$ cat src/rtl/pipe_stage_reg_if.sv
// Valid/ready word bus between pipeline stages: control field, destination register and payload.
// The producer side uses the master modport and the consumer side uses the slave modport.
interface pipe_stage_reg_if #(
  parameter int CTRL_W = 4,
  parameter int RD_W   = 5,
  parameter int DATA_W = 64
);
  logic              valid;
  logic              ready;
  logic [CTRL_W-1:0] ctrl;
  logic [RD_W-1:0]   rd;
  logic [DATA_W-1:0] data;

  modport master (
    output valid,
    output ctrl,
    output rd,
    output data,
    input  ready
  );

  modport slave (
    input  valid,
    input  ctrl,
    input  rd,
    input  data,
    output ready
  );
endinterface

$ cat src/rtl/pipe_stage_reg.sv
// Inter-stage pipeline register with valid/ready handshake, bubble-zeroed control and flush.
// Define PIPE_REG_SKID_EN to add a second (skid) entry and make the upstream ready a register.
module pipe_stage_reg #(
  parameter int CTRL_W = 4,
  parameter int RD_W   = 5,
  parameter int DATA_W = 64
) (
  input  logic             clk,
  input  logic             reset,
  input  logic             flush,
  pipe_stage_reg_if.slave  up,
  pipe_stage_reg_if.master dn,
  output logic [1:0]       occupancy
);

  logic              accept;
  logic              rel;

  logic              main_valid_q, main_valid_d;
  logic [CTRL_W-1:0] main_ctrl_q,  main_ctrl_d;
  logic [RD_W-1:0]   main_rd_q,    main_rd_d;
  logic [DATA_W-1:0] main_data_q,  main_data_d;

  assign accept    = up.valid & up.ready;
  assign rel       = main_valid_q & dn.ready;

  // Control and rd are cleared whenever the main entry empties, so they are NOPs when invalid.
  assign dn.valid  = main_valid_q;
  assign dn.ctrl   = main_ctrl_q;
  assign dn.rd     = main_rd_q;
  assign dn.data   = main_data_q;

`ifdef PIPE_REG_SKID_EN

  logic              skid_valid_q, skid_valid_d;
  logic [CTRL_W-1:0] skid_ctrl_q,  skid_ctrl_d;
  logic [RD_W-1:0]   skid_rd_q,    skid_rd_d;
  logic [DATA_W-1:0] skid_data_q,  skid_data_d;
  logic              in_ready_q,   in_ready_d;

  assign up.ready  = in_ready_q & ~flush;
  assign occupancy = {1'b0, main_valid_q} + {1'b0, skid_valid_q};

  always_comb begin
    main_valid_d = main_valid_q;
    main_ctrl_d  = main_ctrl_q;
    main_rd_d    = main_rd_q;
    main_data_d  = main_data_q;
    skid_valid_d = skid_valid_q;
    skid_ctrl_d  = skid_ctrl_q;
    skid_rd_d    = skid_rd_q;
    skid_data_d  = skid_data_q;
    if (flush) begin
      main_valid_d = 1'b0;
      main_ctrl_d  = '0;
      main_rd_d    = '0;
      main_data_d  = '0;
      skid_valid_d = 1'b0;
      skid_ctrl_d  = '0;
      skid_rd_d    = '0;
      skid_data_d  = '0;
    end else if (rel) begin
      if (skid_valid_q) begin
        // Upstream is blocked while the skid is full, so no accept can coincide here.
        main_valid_d = 1'b1;
        main_ctrl_d  = skid_ctrl_q;
        main_rd_d    = skid_rd_q;
        main_data_d  = skid_data_q;
        skid_valid_d = 1'b0;
        skid_ctrl_d  = '0;
        skid_rd_d    = '0;
      end else if (accept) begin
        main_valid_d = 1'b1;
        main_ctrl_d  = up.ctrl;
        main_rd_d    = up.rd;
        main_data_d  = up.data;
      end else begin
        main_valid_d = 1'b0;
        main_ctrl_d  = '0;
        main_rd_d    = '0;
      end
    end else if (accept) begin
      if (main_valid_q) begin
        skid_valid_d = 1'b1;
        skid_ctrl_d  = up.ctrl;
        skid_rd_d    = up.rd;
        skid_data_d  = up.data;
      end else begin
        main_valid_d = 1'b1;
        main_ctrl_d  = up.ctrl;
        main_rd_d    = up.rd;
        main_data_d  = up.data;
      end
    end
    in_ready_d = ~skid_valid_d;
  end

  always_ff @(posedge clk or negedge reset) begin
    if (!reset) begin
      skid_valid_q <= 1'b0;
      skid_ctrl_q  <= '0;
      skid_rd_q    <= '0;
      skid_data_q  <= '0;
      in_ready_q   <= 1'b0;
    end else begin
      skid_valid_q <= skid_valid_d;
      skid_ctrl_q  <= skid_ctrl_d;
      skid_rd_q    <= skid_rd_d;
      skid_data_q  <= skid_data_d;
      in_ready_q   <= in_ready_d;
    end
  end

`else

  // Single entry: room exists when empty or when the held word leaves this cycle.
  assign up.ready  = reset & ~flush & (~main_valid_q | dn.ready);
  assign occupancy = {1'b0, main_valid_q};

  always_comb begin
    main_valid_d = main_valid_q;
    main_ctrl_d  = main_ctrl_q;
    main_rd_d    = main_rd_q;
    main_data_d  = main_data_q;
    if (flush) begin
      main_valid_d = 1'b0;
      main_ctrl_d  = '0;
      main_rd_d    = '0;
      main_data_d  = '0;
    end else if (accept) begin
      main_valid_d = 1'b1;
      main_ctrl_d  = up.ctrl;
      main_rd_d    = up.rd;
      main_data_d  = up.data;
    end else if (rel) begin
      main_valid_d = 1'b0;
      main_ctrl_d  = '0;
      main_rd_d    = '0;
    end
  end

`endif

  always_ff @(posedge clk or negedge reset) begin
    if (!reset) begin
      main_valid_q <= 1'b0;
      main_ctrl_q  <= '0;
      main_rd_q    <= '0;
      main_data_q  <= '0;
    end else begin
      main_valid_q <= main_valid_d;
      main_ctrl_q  <= main_ctrl_d;
      main_rd_q    <= main_rd_d;
      main_data_q  <= main_data_d;
    end
  end

endmodule

$ cat src/flat_wrapper.sv
// flat-port wrapper written by rule: the top's interface ports become plain ports
module pipe_stage_reg_flat 
#(
  parameter int CTRL_W = 4,
  parameter int RD_W   = 5,
  parameter int DATA_W = 64
)
  (clk, reset, flush, occupancy, up_valid, up_ctrl, up_rd, up_data, up_ready, dn_valid, dn_ctrl, dn_rd, dn_data, dn_ready);
  pipe_stage_reg_if #(.CTRL_W(CTRL_W), .RD_W(RD_W), .DATA_W(DATA_W)) up_i ();
  pipe_stage_reg_if #(.CTRL_W(CTRL_W), .RD_W(RD_W), .DATA_W(DATA_W)) dn_i ();
  input  logic clk;
  input  logic reset;
  input  logic flush;
  output logic [1:0] occupancy;
  input wire logic [$bits(up_i.valid)-1:0] up_valid;
  input wire logic [$bits(up_i.ctrl)-1:0] up_ctrl;
  input wire logic [$bits(up_i.rd)-1:0] up_rd;
  input wire logic [$bits(up_i.data)-1:0] up_data;
  output wire logic [$bits(up_i.ready)-1:0] up_ready;
  output wire logic [$bits(dn_i.valid)-1:0] dn_valid;
  output wire logic [$bits(dn_i.ctrl)-1:0] dn_ctrl;
  output wire logic [$bits(dn_i.rd)-1:0] dn_rd;
  output wire logic [$bits(dn_i.data)-1:0] dn_data;
  input wire logic [$bits(dn_i.ready)-1:0] dn_ready;
  assign up_i.valid = up_valid;
  assign up_i.ctrl = up_ctrl;
  assign up_i.rd = up_rd;
  assign up_i.data = up_data;
  assign up_ready = up_i.ready;
  assign dn_valid = dn_i.valid;
  assign dn_ctrl = dn_i.ctrl;
  assign dn_rd = dn_i.rd;
  assign dn_data = dn_i.data;
  assign dn_i.ready = dn_ready;
  pipe_stage_reg #(.CTRL_W(CTRL_W), .RD_W(RD_W), .DATA_W(DATA_W)) u_core (.clk(clk), .reset(reset), .flush(flush), .up(up_i), .dn(dn_i), .occupancy(occupancy));
endmodule
$ cat config.mk
export PLATFORM = sky130hd
export DESIGN_NAME = pipe_stage_reg_flat
export DESIGN_NICKNAME = d
export VERILOG_FILES = /design/src/rtl/pipe_stage_reg_if.sv /design/src/rtl/pipe_stage_reg.sv /design/src/flat_wrapper.sv
export SDC_FILE = /design/constraint.sdc
export NUM_CORES = 1
export LEC_CHECK = 0
export BUFFER_PORTS_ARGS = -buffer_cell sky130_fd_sc_hd__buf_2
export CAP_MARGIN = 20
export CELL_PAD_IN_SITES_DETAIL_PLACEMENT = 2
export CELL_PAD_IN_SITES_GLOBAL_PLACEMENT = 2
export CORE_MARGIN = 2
export CORE_UTILIZATION = 27
export DETAILED_ROUTE_END_ITERATION = 12
export PLACE_DENSITY = 0.82
export SYNTH_ARGS = -nofsm -noshare
export SYNTH_HDL_FRONTEND = slang
export SYNTH_SLANG_ARGS = --single-unit
$ cat constraint.sdc
create_clock -name clk -period 1.8 [get_ports clk]
set_input_delay 0.18 -clock clk [delete_from_list [all_inputs] [get_ports clk]]
set_output_delay 0.18 -clock clk [all_outputs]
set_load 0.02 [all_outputs]
==> flow_summary.ini, run 1 <==
[clock_network]
clock_sinks = 74
clock_path_buffers = 2
cts-root-buf = clkbuf_8
clk_latency_ps = 340
cts-resized-gates = 0
numCtsBuffers = 9
htreeDepth = 3
cts_tree = built
cts.reportedPaths.clkPinSlew_ps = 90

[min_path]
min_path_type = input pin to register
min_to = u_core.dn.data[40]
worstHoldStart = up_data[40]
whs_path_depth = 2

[drt]
drtIter0Drc = 86
wl_per_cell_um = 17.4
ant_nets = 0
firstDrtPassIters = 5
viasPerCell = 4.67
wl_um = 8320
vias = 2229
drc = 0

[placement]
port_buffers = 153
place_ws_ps = 344
gp_congestion = 0.664
hpwl_um = 5970

[grt]
grt_pass1_wl_um = 13200
grtUsageTotal_pct = 15.2
antenna_found_initial = 0
grt-ovfl-total = 0
grt_max_degree = 39
first_global_vias = 2437

[setup_path]
worst_ep_required_time_ps = 2070
timing.rr.end = u_core.dn.ctrl[1]
worst_setup_path_end_kind = register
rr_startpoint = u_core.dn.valid
rr_worst_depth = 3
cp.arrival_ps = 1930
path_class = input pin to register
startpoint_type = input pin
crit_path_max_fanout = 34
ff2ff_setup_slack_ps = 330

[timing]
setup_ws_ps = 136
min_period_over_period_pct = 92.4
rsz0062_at_grt = no
fmax_ghz = 0.601
fin_crit_ps = 1660
hold_slack_ps = 52.1
finalSetupViolations = 0
finalSetupTns_ps = 0
worst_slew_pin_slew_ps = 787
fin_skew_ps = 14.3
drv_slew = 0
slew_headroom_pct = 47.5
hold_viol_final = 0

[yosys]
synth_cell_types = 18
postSynthCellCount = 185
synth_area_leader_cell = dfrtp_1
yosys_register_bits = 74
syn_area_um2 = 2770
synth.net_count = 263
seq_area_frac_synth_pct = 66.9
yosysTopAreaCellShare_pct = 66.9
ys_warn_count = 0
synth.avg_cell_area_um2 = 15.0
ys_top_cells_by_area = dfrtp_1 67%, a22o_1 22%, buf_6 3.7%, nand4b_1 1.3%, nand2b_1 1.1%

[pwr]
power_frac_clock_pct = 34.7
p_leak_nw = 2.13
power_density_nw_per_um2 = 912
power_frac_comb_pct = 14.1
sw_frac_of_total_pct = 28.6
power.switching_mw = 0.999
p_int_mw = 2.49
irDropWorstVdd_mv = 0.346
p_seq_share_pct = 51.2

[floorplanning]
dieWidth_um = 105
fp.dieH_um = 105
core_area_um2 = 9860
ioPinCount = 155
floorplan.die_area_um2 = 11100
initial_core_util_pct = 28.1
rows = 36

[outcome]
status = finished clean

[finish]
area_growth_pct = 38.2
fillerInstances = 1039
drive_above_1_share_pct = 52.3
num-nets-final = 417
antenna_cells = 0

[run]
drv_cap = 0
## layer usage
metal	wire, um	global-route usage (%)	share of wire, %
met3	524	3.90	6.3
met1	3610	20.0	43
met4	48	4.29	0.58
met5	0	0	0
met2	4140	24.9	50
## cells in the final DEF, fill, tap and decap left out
master / count
a21oi_4: 1
a221oi_2: 1
a22o_1: 69
and2_1: 2
and4b_2: 1
buf_12: 1
buf_2: 152
buf_4: 8
clkbuf_8: 10
clkinv_4: 1
clkinvlp_4: 3
conb_1: 1
dfrtp_1: 74
dlygate4sd3_1: 1
inv_6: 2
nand2_1: 1
nand2b_1: 5
nand4b_1: 4
nor2_1: 1
nor2b_1: 1
o21ai_1: 4
o21bai_1: 1
## how the worst max path moves through the flow
stage	from	endpoint	slack (ps)	cells after the start
2_1_floorplan	u_core.dn.valid	u_core.dn.ctrl[0]	300	6
3_3_place_gp	u_core.dn.valid	u_core.dn.data[22]	420	5
3_5_place_dp	u_core.dn.valid	u_core.dn.data[24]	340	5
4_1_cts	reset	u_core.dn.data[21]	150	6
5_1_grt	reset	u_core.dn.data[26]	100	6
6_report	reset	u_core.dn.data[21]	140	6
## sequential cells by signal, summed over array words and instances, names as in the netlist
name,cells
u_core.dn.ctrl,4
u_core.dn.rd,5
u_core.dn.data,64
u_core.dn.valid,1
## Yosys cell counts
cell and count:
nand2_1 1, nor2_1 1, a21oi_2 1, and2_1 2
buf_4 2, nand2b_1 5, o21bai_1 1, nor2b_1 1
buf_6 9, nand4b_1 4, clkbuf_1 2, a221oi_2 1
dfrtp_1 74, and4b_1 1, buf_2 6, a22o_1 69
conb_1 1, o21ai_1 4
## cells by family (layout without fill, tap and decap cells)
group,count (synthesis),in the layout,synth area share [%]
AOI/OAI and AO/OA,76,76,23.7
buffers and inverters,19,178,5.56
DFF,74,74,66.9
other,1,1,0.135
and+or+nand+nor,15,15,3.71
## per-stage QoR
stage / power (mW) / cells / util, % / cell area, um2
after floorplan: 2.07 / 185 / - / 2770
after global placement: 2.29 / 459 / 36.6 / 3610
after detailed placement: 2.31 / 459 / 36.6 / 3610
after CTS: 3.56 / 477 / 38.8 / 3830
after global routing: 3.68 / 477 / 38.8 / 3830
final: 3.49 / 477 / 38.8 / 3830
## timing repair
action / 4_1_cts / 5_1_grt
endpoints found under the hold margin: 36 / 0
setup buffers: 0 / 0
hold buffers: 2 / 0
## final cells by class
type | instances | area, um2 | area share (%)
timing repair buffer | 162 | 851 | 22.2
sequential | 74 | 1850 | 48.4
clock buffer | 10 | 138 | 3.60
tap | 133 | 166 | 4.35
clock inverter | 6 | 48.8 | 1.28
multi-input combinational | 92 | 771 | 20.1
## critical path, stage by stage
cell           delay [ps]
dlygate4sd3_1         560
buf_4                 170
and2_1                240
a21oi_4               190
buf_4                 360
a22o_1                210
## power groups by stage
| stage | logic (mW) | clock network [mW] | registers (mW) |
|---|---|---|---|
| final | 0.492 | 1.21 | 1.79 |
| after global routing | 0.534 | 1.35 | 1.80 |
| after CTS | 0.503 | 1.26 | 1.79 |
| after detailed placement | 0.495 | 0 | 1.82 |
| after global placement | 0.477 | 0 | 1.82 |
| after floorplan | 0.157 | 0 | 1.91 |
Note: power is estimated with default switching activity, not from simulation.
==> run 2, diff against run 1 <==
--- a/config.mk
+++ b/config.mk
@@ -5,7 +5,7 @@
 export SDC_FILE = /design/constraint.sdc
 export NUM_CORES = 1
 export LEC_CHECK = 0
-export BUFFER_PORTS_ARGS = -buffer_cell sky130_fd_sc_hd__buf_2
+export BUFFER_PORTS_ARGS = -buffer_cell sky130_fd_sc_hd__clkbuf_2
 export CAP_MARGIN = 20
 export CELL_PAD_IN_SITES_DETAIL_PLACEMENT = 2
 export CELL_PAD_IN_SITES_GLOBAL_PLACEMENT = 2
==> flow_summary.ini, run 2 (synthesis results as in run 1) <==
[outcome]
status = finished clean

[timing]
drv_slew = 0
rsz0062_at_grt = no
fin_crit_ps = 1660
finalSetupTns_ps = 0
setup_ws_ps = 135
slew_headroom_pct = 38.8
worst_slew_pin_slew_ps = 919
fin_skew_ps = 8.69
finalSetupViolations = 0
min_period_over_period_pct = 92.5
fmax_ghz = 0.601
hold_viol_final = 0

[placement]
port_buffers = 153
place_ws_ps = 325
hpwl_um = 6020
gp_congestion = 0.667

[finish]
layout_common_cells = 152 x clkbuf_2, 74 x dfrtp_1, 69 x a22o_1
final_common_cell = clkbuf_2
post-route-util_pct = 39.3
fillerInstances = 1050
antenna_cells = 0
num-nets-final = 415
drive_above_1_share_pct = 51.8
largest_reg_flops = 64
area_growth_pct = 40.1

[clock_network]
postCtsSetupBuffers = 0
htreeDepth = 3
cts_tree = built
cts.reportedPaths.clkPinSlew_ps = 90
clock_path_buffers = 2
clock_sinks = 74
cts-root-buf = clkbuf_8
numCtsBuffers = 9
clk_latency_ps = 330

[drt]
viasPerCell = 4.72
drtIter0Drc = 82
vias = 2242
wl_per_cell_um = 17.2
wl_um = 8180
ant_nets = 0
firstDrtPassIters = 4
drc = 0

[grt]
grtUsageTotal_pct = 15.3
antenna_found_initial = 0
first_global_vias = 2484
grt-ovfl-total = 0
grt_max_degree = 74
grt_pass1_wl_um = 13400

[run]
drv_cap = 0

[pwr]
sw_frac_of_total_pct = 24.5
p_int_mw = 3.00
irDropWorstVdd_mv = 0.565
power_density_nw_per_um2 = 1030
total_power_mw = 3.98
power_frac_comb_pct = 12.1
p_seq_share_pct = 45.0
p_leak_nw = 2.12
power.switching_mw = 0.973
power_frac_clock_pct = 42.9

[setup_path]
worst_ep_required_time_ps = 2060
path_cells = dlygate4sd3_1, buf_4, and2_1, a21oi_4, buf_4, a22o_1
path_class = input pin to register
cp_slowest_cell = dlygate4sd3_1
crit_path_max_fanout = 34
crit_buf_inv = 3
cp.arrival_ps = 1930
cp_top_family = buffers and inverters
slowest_delay_ps = 560
cpMostUsedCell = buf_4
worst_setup_path_end_kind = register
startpoint_type = input pin

[min_path]
min_path_type = input pin to register

[floorplanning]
core_area_um2 = 9860
dieWidth_um = 105
rows = 36
ioPinCount = 155
initial_core_util_pct = 28.1
fp.dieH_um = 105
floorplan.die_area_um2 = 11100
==> run 2: changes by cell type in the layout (fill, tap and decap cells not counted), sizes merged <==
cell,delta
clkbuf,+152
clkinvlp,-3
inv,-1
buf,-154
bufinv,+4
==> run 2: area by class of cell <==
type	count	area, um2	share of cell area (%)
sequential	74	1850	47.8
clock inverter	6	138	3.55
timing repair buffer	160	823	21.2
tap	133	166	4.29
multi-input combinational	92	771	19.9
clock buffer	10	128	3.29
==> run 2: repair_timing <==
item	4_1_cts	5_1_grt
endpoints found under the setup margin	0	0
endpoints found under the hold margin	1	0
gates resized for setup	0	0
hold buffers	1	0
==> run 2: final timing paths <==
kind,startpoint,to,slack [ps],cells after the start
setup / recovery,reset,u_core.dn.data[22],140,6
hold / removal,up_data[15],u_core.dn.data[15],60,2
setup reg to reg,u_core.dn.valid,u_core.dn.data[22],320,5
hold reg to reg,u_core.dn.data[19],u_core.dn.data[19],500,1
max in group asynchronous,reset,u_core.dn.data[22],470,3
min in group asynchronous,reset,u_core.dn.valid,230,2
==> run 2: per-layer routing <==
layer	track usage [%]	wire, um	vias up
li1	-	-	1005
met1	19.7	3550	1136
met2	25.3	4030	95
met3	4.21	545	6
met4	4.00	55	0
met5	0	0	-
==> run 2: power groups by stage <==
stage	combinational, mW	sequential [mW]	clock, mW
detailed placement	0.490	1.82	0
floorplan	0.157	1.91	0
global route	0.526	1.80	1.84
global placement	0.473	1.82	0
CTS	0.493	1.79	1.77
finish	0.482	1.79	1.70
==> run 2: through the flow <==
| stage | instance area [um2] | std cells | hold slack [ps] |
|---|---|---|---|
| after floorplan | 2770 | 185 | -116 |
| after detailed placement | 3600 | 458 | -12.2 |
| final | 3880 | 475 | 61.4 |
| after global placement | 3600 | 458 | -16.2 |
| after CTS | 3880 | 475 | 41.0 |
| after global routing | 3880 | 475 | 32.6 |
==> run 3, diff against run 2 <==
--- a/config.mk
+++ b/config.mk
@@ -10,9 +10,9 @@
 export CELL_PAD_IN_SITES_DETAIL_PLACEMENT = 2
 export CELL_PAD_IN_SITES_GLOBAL_PLACEMENT = 2
 export CORE_MARGIN = 2
-export CORE_UTILIZATION = 27
+export CORE_UTILIZATION = 29
 export DETAILED_ROUTE_END_ITERATION = 12
-export PLACE_DENSITY = 0.82
+export PLACE_DENSITY = 0.87
 export SYNTH_ARGS = -nofsm -noshare
 export SYNTH_HDL_FRONTEND = slang
 export SYNTH_SLANG_ARGS = --single-unit
==> constraint.sdc (replaced) <==
create_clock -name clk -period 2 [get_ports clk]
set_input_delay 0.2 -clock clk [delete_from_list [all_inputs] [get_ports clk]]
set_output_delay 0.2 -clock clk [all_outputs]
set_load 0.02 [all_outputs]
==> flow_summary.ini, run 3 (synthesis results as in run 1) <==
[drt]
ant_nets = 0
viasPerCell = 4.67
wl_um = 8190
wl_per_cell_um = 17.4
vias = 2193
firstDrtPassIters = 4
drtIter0Drc = 28
drc = 0

[timing]
fin_crit_ps = 1710
hold_viol_final = 0
hold_slack_ps = 89.6
finalSetupViolations = 0
slew_headroom_pct = 51.5
fmax_ghz = 0.586
worst_slew_pin_slew_ps = 728
setup_ws_ps = 293
min_period_over_period_pct = 85.3
rsz0062_at_grt = no
drv_slew = 0
fin_skew_ps = 7.55
finalSetupTns_ps = 0

[setup_path]
slowest_delay_ps = 530
crit_path_max_fanout = 40
path_cells = dlygate4sd3_1, buf_4, and2_1, a21oi_4, buf_4, a22o_1
worst_setup_path_end_kind = register
cp_slowest_cell = dlygate4sd3_1
crit_buf_inv = 3
startpoint_type = input pin
worst_ep_required_time_ps = 2260
cp.arrival_ps = 1960
cp_top_family = buffers and inverters
cpMostUsedCell = buf_4
path_class = input pin to register

[placement]
place_ws_ps = 338
placed_area_um2 = 3610
hpwl_um = 6240
port_buffers = 153
dp.cells = 454
gp_congestion = 0.717

[grt]
first_global_vias = 2520
grt-ovfl-total = 0
grtUsageTotal_pct = 16.4
antenna_found_initial = 0
grt_max_degree = 42
grt_pass1_wl_um = 13200

[pwr]
p_leak_nw = 2.11
power_density_nw_per_um2 = 870
irDropWorstVdd_mv = 0.336
total_power_mw = 3.35

[finish]
largest_reg_flops = 64
antenna_cells = 0
num-nets-final = 415
fillerInstances = 987
multi_input_area_um2 = 771
final_common_cell = clkbuf_2
post-route-util_pct = 41.6
drive_above_1_share_pct = 51.9
layout_common_cells = 152 x clkbuf_2, 74 x dfrtp_1, 69 x a22o_1
regArea_um2 = 1850
final_cells = 470
finalInstanceArea_um2 = 3840
area_growth_pct = 38.9

[floorplanning]
dieWidth_um = 102
floorplan.die_area_um2 = 10300
rows = 35
core_area_um2 = 9240
ioPinCount = 155
fp.dieH_um = 102
initial_core_util_pct = 30.0

[clock_network]
htreeDepth = 3
cts.reportedPaths.clkPinSlew_ps = 80
postCtsSetupBuffers = 0
cts-resized-gates = 0
cts-root-buf = clkbuf_8
cts_hold_buf = 1
numCtsBuffers = 9
cts_tree = built
clk_latency_ps = 320
clock_path_buffers = 2
clock_sinks = 74

[min_path]
min_path_type = input pin to register

[run]
drv_cap = 0

[outcome]
status = finished clean
run 3: layout make-up:
cell class,instances,share of cell area [%]
flip-flops and latches,74,48.2
well taps,129,4.20
clock inverters,4,1.92
repair buffers,160,21.7
clock buffers,11,3.94
multi-input cells,92,20.0
run 3: worst paths after layout:
| kind | startpoint | endpoint | slack, ps | depth (start not counted) |
|---|---|---|---|---|
| worst min register to register | u_core.dn.data[28] | u_core.dn.data[28] | 510 | 1 |
| worst max-delay path | reset | u_core.dn.data[19] | 290 | 6 |
| worst min-delay path | up_data[21] | u_core.dn.data[21] | 90 | 2 |
| max in group asynchronous | reset | u_core.dn.data[15] | 1080 | 3 |
| min in group asynchronous | reset | u_core.dn.valid | 220 | 2 |
| worst max register to register | u_core.dn.valid | u_core.dn.data[57] | 340 | 4 |
run 3: layer usage:
metal / global-route usage (%) / vias up / wire, um
met3: 3.93 / 13 / 501
li1: - / 1001 / -
met1: 21.5 / 1087 / 3470
met5: 0 / - / 0
met4: 6.13 / 0 / 155
met2: 26.5 / 92 / 4060
run 3: where the power goes:
group	switching, mW	internal (mW)
logic	0.262	0.176
registers	0.0455	1.57
clock network	0.530	0.767
total	0.837	2.51
run 3: worst register-to-register path, cell delays in order (launching register included):
cell and delay (ps):
dfrtp_1 440, nand2b_1 300, and4b_2 330, buf_4 310
a22o_1 210
